### src/rtl/spi_frame_buffer.sv
// spi_frame_buffer: double-buffered word <-> byte converter between a
// processor data bus and an SPI byte shifter. Transmit uses a staging and
// shadow register pair. Receive assembles bytes into rx_shift and hands
// completed words to rx_hold. Byte order is selectable, and the underrun
// and overflow flags are sticky.
module spi_frame_buffer #(
    parameter int DATA_WIDTH     = 32,
    parameter int SPI_DATA_WIDTH = 8,
    parameter int ATTR_WIDTH     = 4,
    parameter int MSB_FIRST      = 1
) (
    input  logic                      clk,
    input  logic                      rst,
    input  logic                      wr,
    input  logic [DATA_WIDTH-1:0]     data_in,
    input  logic                      oe,
    output logic [DATA_WIDTH-1:0]     data_out,
    output logic [ATTR_WIDTH-1:0]     attr,
    input  logic                      clr_flags,
    input  logic                      start,
    input  logic                      stop,
    input  logic                      byte_done,
    input  logic [SPI_DATA_WIDTH-1:0] data_in_byte,
    output logic [SPI_DATA_WIDTH-1:0] data_out_byte
);

    localparam int BYTES = DATA_WIDTH / SPI_DATA_WIDTH;
    localparam int IDX_W = (BYTES > 1) ? $clog2(BYTES) : 1;
    localparam logic [IDX_W-1:0] LAST = IDX_W'(BYTES - 1);

    typedef enum logic {IDLE, ACTIVE} state_t;

    state_t                  state, state_nxt;
    logic [IDX_W-1:0]        idx;
    logic [DATA_WIDTH-1:0]   stage, shadow;
    logic [DATA_WIDTH-1:0]   rx_shift, rx_hold, rx_word, tx_word;
    logic                    tx_pending, rx_valid, underrun, overflow;
    logic                    active, byte_ok, word_end, swap;
    logic                    set_underrun, set_overflow;
    logic [IDX_W-1:0]        lane, tx_lane;

    // Qualify byte strobes and derive the word-boundary swap. A start or a
    // stop in the same cycle as byte_done wins, so that byte is not counted.
    always_comb begin
        active       = (state == ACTIVE);
        byte_ok      = byte_done && active && !start && !stop;
        word_end     = byte_ok && (idx == LAST);
        swap         = start || word_end;
        lane         = (MSB_FIRST != 0) ? (LAST - idx) : idx;
        // The start cycle always presents the first byte of the new word.
        tx_lane      = start ? ((MSB_FIRST != 0) ? LAST : '0) : lane;
        tx_word      = (start && wr) ? data_in : shadow;
        set_underrun = swap && !wr && !tx_pending;
        set_overflow = word_end && rx_valid && !oe;
    end

    // Wire byte: taken straight from data_in when a write coincides with start.
    always_comb begin
        data_out_byte = tx_word[32'(tx_lane)*SPI_DATA_WIDTH +: SPI_DATA_WIDTH];
    end

    // Received word including the byte arriving this cycle.
    always_comb begin
        rx_word = rx_shift;
        if (byte_ok)
            rx_word[32'(lane)*SPI_DATA_WIDTH +: SPI_DATA_WIDTH] = data_in_byte;
    end

    // Next state: start wins over stop, and a start while active restarts.
    always_comb begin
        state_nxt = state;
        if (start)
            state_nxt = ACTIVE;
        else if (stop)
            state_nxt = IDLE;
    end

    // State register.
    always_ff @(posedge clk or posedge rst) begin
        if (rst)
            state <= IDLE;
        else
            state <= state_nxt;
    end

    // Byte index and receive shifter. A stop abandons any partial word.
    always_ff @(posedge clk or posedge rst) begin
        if (rst) begin
            idx      <= '0;
            rx_shift <= '0;
        end else if (start) begin
            idx      <= '0;
            rx_shift <= '0;
        end else if (stop) begin
            idx      <= '0;
        end else if (byte_ok) begin
            rx_shift <= rx_word;
            idx      <= (idx == LAST) ? '0 : idx + 1'b1;
        end
    end

    // Transmit staging and shadow. A write during a swap bypasses stage.
    always_ff @(posedge clk or posedge rst) begin
        if (rst) begin
            stage      <= '0;
            shadow     <= '0;
            tx_pending <= 1'b0;
        end else if (swap) begin
            if (wr)
                shadow <= data_in;
            else if (tx_pending)
                shadow <= stage;
            else
                shadow <= '0;
            tx_pending <= 1'b0;
        end else if (wr) begin
            stage      <= data_in;
            tx_pending <= 1'b1;
        end
    end

    // Receive hold. A completion in the same cycle as a read keeps rx_valid set.
    always_ff @(posedge clk or posedge rst) begin
        if (rst) begin
            rx_hold  <= '0;
            rx_valid <= 1'b0;
        end else if (word_end) begin
            rx_hold  <= rx_word;
            rx_valid <= 1'b1;
        end else if (oe) begin
            rx_valid <= 1'b0;
        end
    end

    // Registered read port: returns the pre-update rx_hold, and 0 when idle.
    always_ff @(posedge clk or posedge rst) begin
        if (rst)
            data_out <= '0;
        else
            data_out <= oe ? rx_hold : '0;
    end

    // Sticky flags. A set in the same cycle as clr_flags wins.
    always_ff @(posedge clk or posedge rst) begin
        if (rst) begin
            underrun <= 1'b0;
            overflow <= 1'b0;
        end else begin
            if (set_underrun)
                underrun <= 1'b1;
            else if (clr_flags)
                underrun <= 1'b0;
            if (set_overflow)
                overflow <= 1'b1;
            else if (clr_flags)
                overflow <= 1'b0;
        end
    end

    // Attribute bus: the low four bits carry status, and the upper bits are zero.
    always_comb begin
        attr    = '0;
        attr[0] = rx_valid;
        attr[1] = tx_pending;
        attr[2] = underrun;
        attr[3] = overflow;
    end

endmodule

### config.mk
export PLATFORM = sky130hd
export DESIGN_NAME = spi_frame_buffer
export DESIGN_NICKNAME = d
export VERILOG_FILES = /design/src/rtl/spi_frame_buffer.sv
export SDC_FILE = /design/constraint.sdc
export NUM_CORES = 1
export LEC_CHECK = 0
export ABC_AREA = 0
export CAP_MARGIN = 20
export CORE_MARGIN = 4
export CORE_UTILIZATION = 35
export DETAILED_ROUTE_END_ITERATION = 8
export SYNTH_ARGS = -nofsm -noshare
export SYNTH_HDL_FRONTEND = slang
export SYNTH_SLANG_ARGS = --single-unit
### constraint.sdc
create_clock -name clk -period 6.9 [get_ports clk]
set_clock_uncertainty 0.2 [all_clocks]
set_input_delay 1.725 -clock clk [delete_from_list [all_inputs] [get_ports clk]]
set_output_delay 1.725 -clock clk [all_outputs]
set_load 0.1 [all_outputs]
==> flow_metrics.env, run 1 <==
export IMPL_die_w_microns=154
export IMPL_multi_input_area_sq_um=2900
export IMPL_synth_nets=724
export IMPL_drc=0
export IMPL_crit_arrival_ns=3.23
export IMPL_dr_wl_met3_microns=872
export IMPL_synth_top_cells_by_count="dfrtp_1, o21ai_0, nand2_1"
export IMPL_finish_net_count=786
export IMPL_holdWs_ns=0.275
export IMPL_place_congestion=0.814
export IMPL_syn2layout_area_growth_pct=22.0
export IMPL_crit_fanout=38
export IMPL_drive_above_1_share=0.149
export IMPL_tightest_slew_ns=1.00
export IMPL_synth_distinct_cells=42
export IMPL_crit_required_ns=4.97
export IMPL_p_leak_nw=3.93
export IMPL_grt_usage=0.147
export IMPL_syn_instance_count=671
export IMPL_routed_wl_mm=16.9
export IMPL_rrSetupSlack_ns=3.83
export IMPL_cts_sinks=167
export IMPL_power_switching_mw=0.640
export IMPL_htree_levels=4
export IMPL_grt_max_degree=90
export IMPL_power_mw=2.33
export IMPL_synthFlopType="dfrtp_1"
export IMPL_synth_seq_cells=167
export IMPL_antenna_found_initial=0
export IMPL_internal_power_mw=1.69
export IMPL_ir_worst_vdd_v=0.000189
export IMPL_drt_iter0_drc=372
export IMPL_cts_resized=0
export IMPL_syn_area_per_cell_sq_um=11.1
export IMPL_cts_made_buffers=17
export IMPL_drtPass1Iterations=4
export IMPL_dpl_cell_area_sq_um=8450
export IMPL_overflow=0
export IMPL_finalSetupTns_ns=0
export IMPL_antenna_cells=0
export IMPL_core_rowCount=53
export IMPL_met2_length_mm=7.97
export IMPL_setup_viol=0
export IMPL_vias=5100
export IMPL_clock_fmax_ghz=0.194
export IMPL_dieArea_sq_um=23700
export IMPL_utilization=0.433
export IMPL_slew_headroom=0.330
export IMPL_cts_tree="done"
export IMPL_yosysMostFrequentCell="dfrtp_1"
export IMPL_pwr_share_comb=0.116
export IMPL_async_flop_share=1.00
export IMPL_clkSlewWorstSetupHoldPaths_ns=0.07
export IMPL_post_dp_hpwl_mm=10.6
export IMPL_hold_path_class="reg -> reg"
export IMPL_ys_warnings_count=0
export IMPL_synth_edf_count=0
export IMPL_synth_area_sq_um=7440
export IMPL_clk_latency_ns=0.43
export IMPL_r2r_end="shadow[2]$_DFFE_PP0P_"
export IMPL_min_to="data_out[22]$_DFF_PP0_"
export IMPL_post_cts_setup_buffers=0
export IMPL_clkPwrFrac=0.429
export IMPL_regArea_sq_um=4180
export IMPL_max_cap_violations=0
export IMPL_power_density_nw_per_um2=257
export IMPL_grt_pass1_vias=5052
export IMPL_drt_met1_wl_mm=7.82
export IMPL_seq_power_share=0.455
export IMPL_fin_crit_sh=0.747
export IMPL_fillers=2024
export IMPL_outcome="complete, no violations"
export IMPL_switching_share=0.274
export IMPL_cts_hold_buf=0
export IMPL_reg2regPathDepth=5
export IMPL_slew_viol_final=0
export IMPL_die_h_microns=154
export IMPL_synthTopCellsByArea="dfrtp_1, mux2_2, o21ai_0"
export IMPL_cts_root_buffer="clkbuf_16"
export IMPL_cts_buffer_depth=2
export IMPL_wl_per_cell_microns=16.5
export IMPL_cp_start_kind="input port"
export IMPL_io_pins=92
export IMPL_min_period_ns=5.16
export IMPL_core_sq_um=21000
export IMPL_synth_top_area_frac=0.561
export IMPL_rsz0062_at_grt="no"
export IMPL_initial_core_util=0.355
export IMPL_ant_nets=0
export IMPL_r2r_start="idx[0]$_DFFE_PP0P_"
export IMPL_grt_pass1_wl_mm=27.9
export IMPL_endpoint_kind="output pin"
export IMPL_synth_top_area_cell="dfrtp_1"
export IMPL_post_route_cell_area_sq_um=9080
export IMPL_hold_depth=1
export IMPL_routed_top_layer="met4"
export IMPL_via_per_inst=5.00
export IMPL_io_buffers=91
export IMPL_hold_viol=0
export IMPL_ys_seq_area_frac=0.561
export IMPL_hp_start="rx_hold[22]$_DFFE_PP0P_"
export IMPL_critPathKind="in -> out"
[cell type report]
type | count | share of cell area
clock buffers | 17 | 0.0469
well taps | 275 | 0.0379
inverters | 22 | 0.00965
multi-input cells | 426 | 0.319
flip-flops and latches | 167 | 0.460
repair buffers | 99 | 0.104
clock inverters | 15 | 0.0223
[power groups by stage]
stage / Sequential [mW] / Clock (mW) / Combinational, mW
final: 1.06 / 1.00 / 0.270
after CTS: 1.06 / 1.02 / 0.275
after detailed placement: 1.08 / 0 / 0.274
after floorplan: 1.07 / 0 / 0.196
after global routing: 1.07 / 1.07 / 0.296
after global placement: 1.08 / 0 / 0.271
[cells by family (layout without fill, tap and decap cells)]
group,Yosys count,in the layout,share of synthesized area
fa+ha+maj,5,5,0.00840
compound gates,152,152,0.123
flops,167,167,0.561
buf+inv,78,153,0.0501
simple gates,187,187,0.134
mux,82,82,0.123
[per-layer routing]
layer,vias to the layer above,track usage
met3,18,0.0360
met2,129,0.233
met1,2504,0.201
met5,-,0
li1,2449,-
met4,0,0.0442
[cell usage in the layout, fill, tap and decap left out, types with 2 or more instances in the layout]
cell type	instances
o32ai_1	15
nand3_1	6
nand2_1	76
clkinv_8	3
mux2_2	55
inv_6	4
o21ai_0	82
ha_1	5
inv_8	4
and4b_1	4
buf_4	16
o22ai_1	9
buf_2	2
clkbuf_16	17
nor2b_1	7
o31ai_1	12
nand2b_1	33
a22oi_1	7
dfrtp_1	167
a21oi_1	15
mux2_1	11
clkinvlp_4	3
bufinv_16	2
nor2_1	13
mux2i_1	15
nor4b_1	2
inv_1	21
nor4bb_1	2
nand3b_1	2
and2_1	32
a22o_1	8
clkdlybuf4s50_1	81
nor3_1	2
[how the worst max path moves through the flow]
stage,cells past startpoint,start,slack [ns],endpoint
finish,5,wr,1.74,data_out_byte[4]
CTS,5,wr,1.76,data_out_byte[4]
global route,5,wr,1.69,data_out_byte[4]
global placement,5,wr,1.87,data_out_byte[4]
floorplan,1,rst,0.46,active$_DFFE_PP0P_
detailed placement,5,wr,1.84,data_out_byte[4]
[worst max-delay path, stage by stage]
cell     delay [ns]
buf_2          0.51
mux2_2         0.38
nor2_1         0.07
o22ai_1        0.19
buf_4          0.34
[registers in the layout, summed over array words and instances (netlist names)]
register,flops
active,1
data_out,32
idx,2
overflow,1
rx_hold,32
rx_shift,32
rx_valid,1
shadow,32
stage,32
tx_pending,1
underrun,1
[stage by stage]
| stage | cells | setup slack (ns) |
|---|---|---|
| floorplan | 671 | 0.457 |
| global placement | 989 | 1.87 |
| detailed placement | 989 | 1.84 |
| CTS | 1021 | 1.76 |
| global route | 1021 | 1.69 |
| finish | 1021 | 1.74 |
No activity file was read; power rests on OpenSTA's default activity.
==> run 2: changes to the inputs <==
==> constraint.sdc (replaced) <==
create_clock -name clk -period 5.2 [get_ports clk]
set_clock_uncertainty 0.2 [all_clocks]
set_input_delay 1.3 -clock clk [delete_from_list [all_inputs] [get_ports clk]]
set_output_delay 1.3 -clock clk [all_outputs]
set_load 0.1 [all_outputs]
==> flow_metrics.env, run 2 (synthesis gave the netlist of run 1 again) <==
export IMPL_outcome="complete, no violations"
export IMPL_finalSetupTns_ns=0
export IMPL_antenna_found_initial=0
export IMPL_fin_crit_sh=0.829
export IMPL_setup_ws_ns=0.887
export IMPL_ir_worst_vdd_v=0.000248
export IMPL_drc=0
export IMPL_cts_root_buffer="clkbuf_16"
export IMPL_grt_max_degree=168
export IMPL_detailedPlace_worstSlack_ns=0.896
export IMPL_clock_fmax_ghz=0.232
export IMPL_core_sq_um=21000
export IMPL_utilization=0.433
export IMPL_crit_fanout=45
export IMPL_max_cap_violations=0
export IMPL_grt_pass1_vias=5140
export IMPL_cp_start_kind="input port"
export IMPL_crit_arrival_ns=2.81
export IMPL_htree_levels=4
export IMPL_cts_hold_buf=0
export IMPL_holdWs_ns=0.275
export IMPL_syn2layout_area_growth_pct=21.8
export IMPL_hold_viol=0
export IMPL_clk_latency_ns=0.43
export IMPL_drt_iter0_drc=342
export IMPL_slew_headroom=0.352
export IMPL_grt_usage=0.143
export IMPL_core_rowCount=53
export IMPL_io_buffers=91
export IMPL_critPathKind="in -> out"
export IMPL_setup_viol=0
export IMPL_initial_core_util=0.355
export IMPL_cts_made_buffers=17
export IMPL_die_h_microns=154
export IMPL_fillers=2031
export IMPL_layout_commonest_cell="dfrtp_1"
export IMPL_drtPass1Iterations=5
export IMPL_rsz0062_at_grt="no"
export IMPL_cts_tree="done"
export IMPL_cts_buffer_depth=2
export IMPL_io_pins=92
export IMPL_ant_nets=0
export IMPL_vias=4999
export IMPL_cts_resized=0
export IMPL_post_dp_hpwl_mm=10.6
export IMPL_overflow=0
export IMPL_post_cts_setup_buffers=0
export IMPL_via_per_inst=4.89
export IMPL_drive_above_1_share=0.149
export IMPL_p_leak_nw=3.93
export IMPL_cts_sinks=167
export IMPL_routed_wl_mm=16.5
export IMPL_tightest_slew_ns=0.969
export IMPL_min_period_ns=4.31
export IMPL_dieArea_sq_um=23700
export IMPL_final_cell_mix="dfrtp_1, o21ai_0, clkdlybuf4s50_1"
export IMPL_grt_pass1_wl_mm=27.3
export IMPL_finish_net_count=786
export IMPL_power_density_nw_per_um2=333
export IMPL_hold_path_class="reg -> reg"
export IMPL_endpoint_kind="output pin"
export IMPL_crit_required_ns=3.70
export IMPL_slew_viol_final=0
export IMPL_die_w_microns=154
export IMPL_place_congestion=0.812
export IMPL_power_mw=3.02
export IMPL_clkSlewWorstSetupHoldPaths_ns=0.07
export IMPL_wl_per_cell_microns=16.2
==> run 2: changes by cell type in the layout (fill, tap and decap cells not counted), sizes merged <==
cell / before / now
diode: 0 / 1
clkinvlp: 3 / 2
clkinv: 3 / 5
bufinv: 2 / 1
==> run 2: critical path, cell delays in order <==
cell and delay, ns:
buf_2 0.57, mux2_2 0.39, nor2_1 0.06, o22ai_1 0.15, buf_4 0.33
==> run 2: power breakdown <==
| part | switching [mW] | total, mW | internal (mW) |
|---|---|---|---|
| Clock | 0.571 | 1.25 | 0.680 |
| Sequential | 0.0394 | 1.41 | 1.37 |
| Combinational | 0.214 | 0.355 | 0.141 |
==> run 2: final timing paths <==
path | depth (start not counted) | slack (ns) | from | endpoint
setup / recovery | 5 | 0.89 | wr | data_out_byte[0]
hold / removal | 1 | 0.28 | rx_hold[4]$_DFFE_PP0P_ | data_out[4]$_DFF_PP0_
setup reg to reg | 5 | 1.95 | idx[0]$_DFFE_PP0P_ | stage[29]$_DFFE_PP0P_
hold reg to reg | 1 | 0.28 | rx_hold[4]$_DFFE_PP0P_ | data_out[4]$_DFF_PP0_
max in group asynchronous | 3 | 2.86 | rst | underrun$_DFFE_PP0P_
min in group asynchronous | 3 | 1.23 | rst | data_out[12]$_DFF_PP0_
==> run 2: metrics by stage <==
stage,area [sq um],instances
floorplan,7450,671
global placement,8450,988
detailed placement,8450,988
CTS,9040,1020
global route,9060,1021
finish,9070,1022
==> run 2: area by class of cell <==
class,count,area (sq um),area share
Multi-Input combinational cell,426,2900,0.320
Timing Repair Buffer,99,973,0.107
Clock buffer,17,425,0.0469
Tap cell,275,344,0.0379
Sequential cell,167,4180,0.461
Inverter,22,86.3,0.00952
Clock inverter,15,158,0.0174
Antenna cell,1,2.50,0.000276
==> run 2: routing by layer <==
metal | wire length [microns] | share of wire | GRT usage
met1 | 7430 | 0.45 | 0.191
met4 | 154 | 0.0093 | 0.0404
met2 | 8040 | 0.49 | 0.234
met3 | 896 | 0.054 | 0.0343
met5 | 0 | 0 | 0
==> run 3: changes to the inputs <==
==> constraint.sdc (replaced) <==
create_clock -name clk -period 3.8 [get_ports clk]
set_clock_uncertainty 0.2 [all_clocks]
set_input_delay 0.95 -clock clk [delete_from_list [all_inputs] [get_ports clk]]
set_output_delay 0.95 -clock clk [all_outputs]
set_load 0.1 [all_outputs]
==> flow_metrics.env, run 3 (synthesis gave the netlist of run 1 again) <==
export IMPL_drt_iter0_drc=275
export IMPL_fin_crit_sh=0.911
export IMPL_drtPass1Iterations=4
export IMPL_tightest_slew_ns=0.966
export IMPL_initial_core_util=0.355
export IMPL_io_pins=92
export IMPL_internal_power_mw=3.04
export IMPL_post_cts_setup_buffers=0
export IMPL_slew_headroom=0.350
export IMPL_rrSetupSlack_ns=0.87
export IMPL_crit_family="compound AO/OA/AOI/OAI gates"
export IMPL_io_buffers=91
export IMPL_multi_input_area_sq_um=2930
export IMPL_detailedPlace_worstSlack_ns=0.434
export IMPL_clk_latency_ns=0.42
export IMPL_overflow=0
export IMPL_antenna_found_initial=1
export IMPL_fillers=2005
export IMPL_grt_usage=0.147
export IMPL_cts_root_buffer="clkbuf_16"
export IMPL_setup_viol=0
export IMPL_hold_path_class="reg -> reg"
export IMPL_ir_worst_vdd_v=0.000304
export IMPL_core_sq_um=21000
export IMPL_clkPwrFrac=0.413
export IMPL_crit_arrival_ns=2.31
export IMPL_core_rowCount=53
export IMPL_seq_power_share=0.459
export IMPL_hold_viol=0
export IMPL_setup_ws_ns=0.336
export IMPL_power_density_nw_per_um2=456
export IMPL_cts_sinks=167
export IMPL_dp_cells=997
export IMPL_r2r_start="idx[0]$_DFFE_PP0P_"
export IMPL_cp_start_kind="input port"
export IMPL_crit_required_ns=2.65
export IMPL_pwr_share_comb=0.128
export IMPL_final_cell_mix="dfrtp_1, o21ai_0, nand2_1"
export IMPL_min_period_ns=3.46
export IMPL_cts_buffer_depth=2
export IMPL_place_congestion=0.806
export IMPL_path_buf_inv=2
export IMPL_switching_share=0.275
export IMPL_slew_viol_final=0
export IMPL_r2r_end="rx_shift[25]$_DFFE_PP0P_"
export IMPL_ant_nets=0
export IMPL_cts_made_buffers=17
export IMPL_outcome="complete, no violations"
export IMPL_crit_path_max_incr_delay_ns=0.44
export IMPL_setup_worst_path_start="start"
export IMPL_crit_end="data_out_byte[4]"
export IMPL_critPathSlowestCell="nor2_1"
export IMPL_power_switching_mw=1.16
export IMPL_die_w_microns=154
export IMPL_clock_fmax_ghz=0.289
export IMPL_critPathKind="in -> out"
export IMPL_crit_fanout=7
export IMPL_cts_hold_buf=0
export IMPL_reg2regPathDepth=5
export IMPL_rsz0062_at_grt="no"
export IMPL_layout_commonest_cell="dfrtp_1"
export IMPL_post_dp_hpwl_mm=11.1
export IMPL_grt_max_degree=77
export IMPL_htree_levels=4
export IMPL_dieArea_sq_um=23700
export IMPL_drive_above_1_share=0.208
export IMPL_final_cells=1031
export IMPL_die_h_microns=154
export IMPL_clkSlewWorstSetupHoldPaths_ns=0.07
export IMPL_cp_num_cells=5
export IMPL_vias=5064
export IMPL_worstPathCellList="buf_2 > nor2_1 > a22oi_1 > o22ai_1 > buf_12"
export IMPL_max_cap_violations=0
export IMPL_syn2layout_area_growth_pct=23.5
export IMPL_drc=0
export IMPL_grt_pass1_wl_mm=28.0
export IMPL_routed_wl_mm=16.9
export IMPL_utilization=0.439
export IMPL_grt_pass1_vias=5118
export IMPL_cts_resized=0
export IMPL_regArea_sq_um=4180
export IMPL_wl_per_cell_microns=16.4
export IMPL_finish_net_count=794
export IMPL_via_per_inst=4.91
export IMPL_cts_tree="done"
export IMPL_p_leak_nw=4.08
export IMPL_endpoint_kind="output pin"
[run 3: changes by cell type in the layout (fill, tap and decap cells not counted), sizes merged]
cell and delta:
buf +44, clkdlybuf4s50 -36, inv -2, clkbuf +1
clkinv +1, diode +1
[run 3: layer usage]
metal,wire length [microns],up-vias,GRT usage
li1,-,2458,-
met1,7770,2486,0.200
met2,7960,101,0.233
met3,877,19,0.0363
met4,273,0,0.0454
met5,0,-,0
[run 3: worst register-to-register path, cell delays in order (launching register included)]
cell     delay (ns)
dfrtp_1        0.74
inv_1          0.18
ha_1           0.48
nor4_1         0.87
nand3_1        0.16
a21oi_1        0.21
[run 3: cell type report]
cell class,count,share of cell area
timing repair buffer,107,0.115
tap,275,0.0374
inverter,22,0.00939
multi-input combinational,426,0.318
antenna,2,0.000544
clock buffer,18,0.0467
sequential,167,0.455
clock inverter,14,0.0177
[run 3: worst min path at each step]
stage | endpoint | depth (start not counted) | slack (ns) | startpoint
finish | data_out[25]$_DFF_PP0_ | 1 | 0.28 | rx_hold[25]$_DFFE_PP0P_
global placement | data_out[1]$_DFF_PP0_ | 1 | 0.26 | rx_hold[1]$_DFFE_PP0P_
floorplan | data_out[30]$_DFF_PP0_ | 1 | 0.25 | rx_hold[30]$_DFFE_PP0P_
global route | data_out[25]$_DFF_PP0_ | 1 | 0.29 | rx_hold[25]$_DFFE_PP0P_
detailed placement | data_out[27]$_DFF_PP0_ | 1 | 0.27 | rx_hold[27]$_DFFE_PP0P_
CTS | data_out[27]$_DFF_PP0_ | 1 | 0.28 | rx_hold[27]$_DFFE_PP0P_
[run 3: power groups by stage]
| stage | Sequential (mW) | Combinational, mW | Clock [mW] |
|---|---|---|---|
| floorplan | 1.94 | 0.362 | 0 |
| global placement | 1.96 | 0.541 | 0 |
| detailed placement | 1.96 | 0.544 | 0 |
| CTS | 1.93 | 0.547 | 1.78 |
| global route | 1.94 | 0.584 | 1.85 |
| finish | 1.93 | 0.538 | 1.73 |
[run 3: stage by stage]
| step | TNS (ns) | power [mW] | cell area [sq um] | hold WS, ns |
|---|---|---|---|---|
| 2_1_floorplan | -1.79 | 2.31 | 7470 | 0.246 |
| 3_3_place_gp | 0 | 2.50 | 8600 | 0.263 |
| 3_5_place_dp | 0 | 2.51 | 8600 | 0.266 |
| 4_1_cts | 0 | 4.25 | 9190 | 0.281 |
| 5_1_grt | 0 | 4.38 | 9190 | 0.291 |
| 6_report | 0 | 4.20 | 9190 | 0.277 |
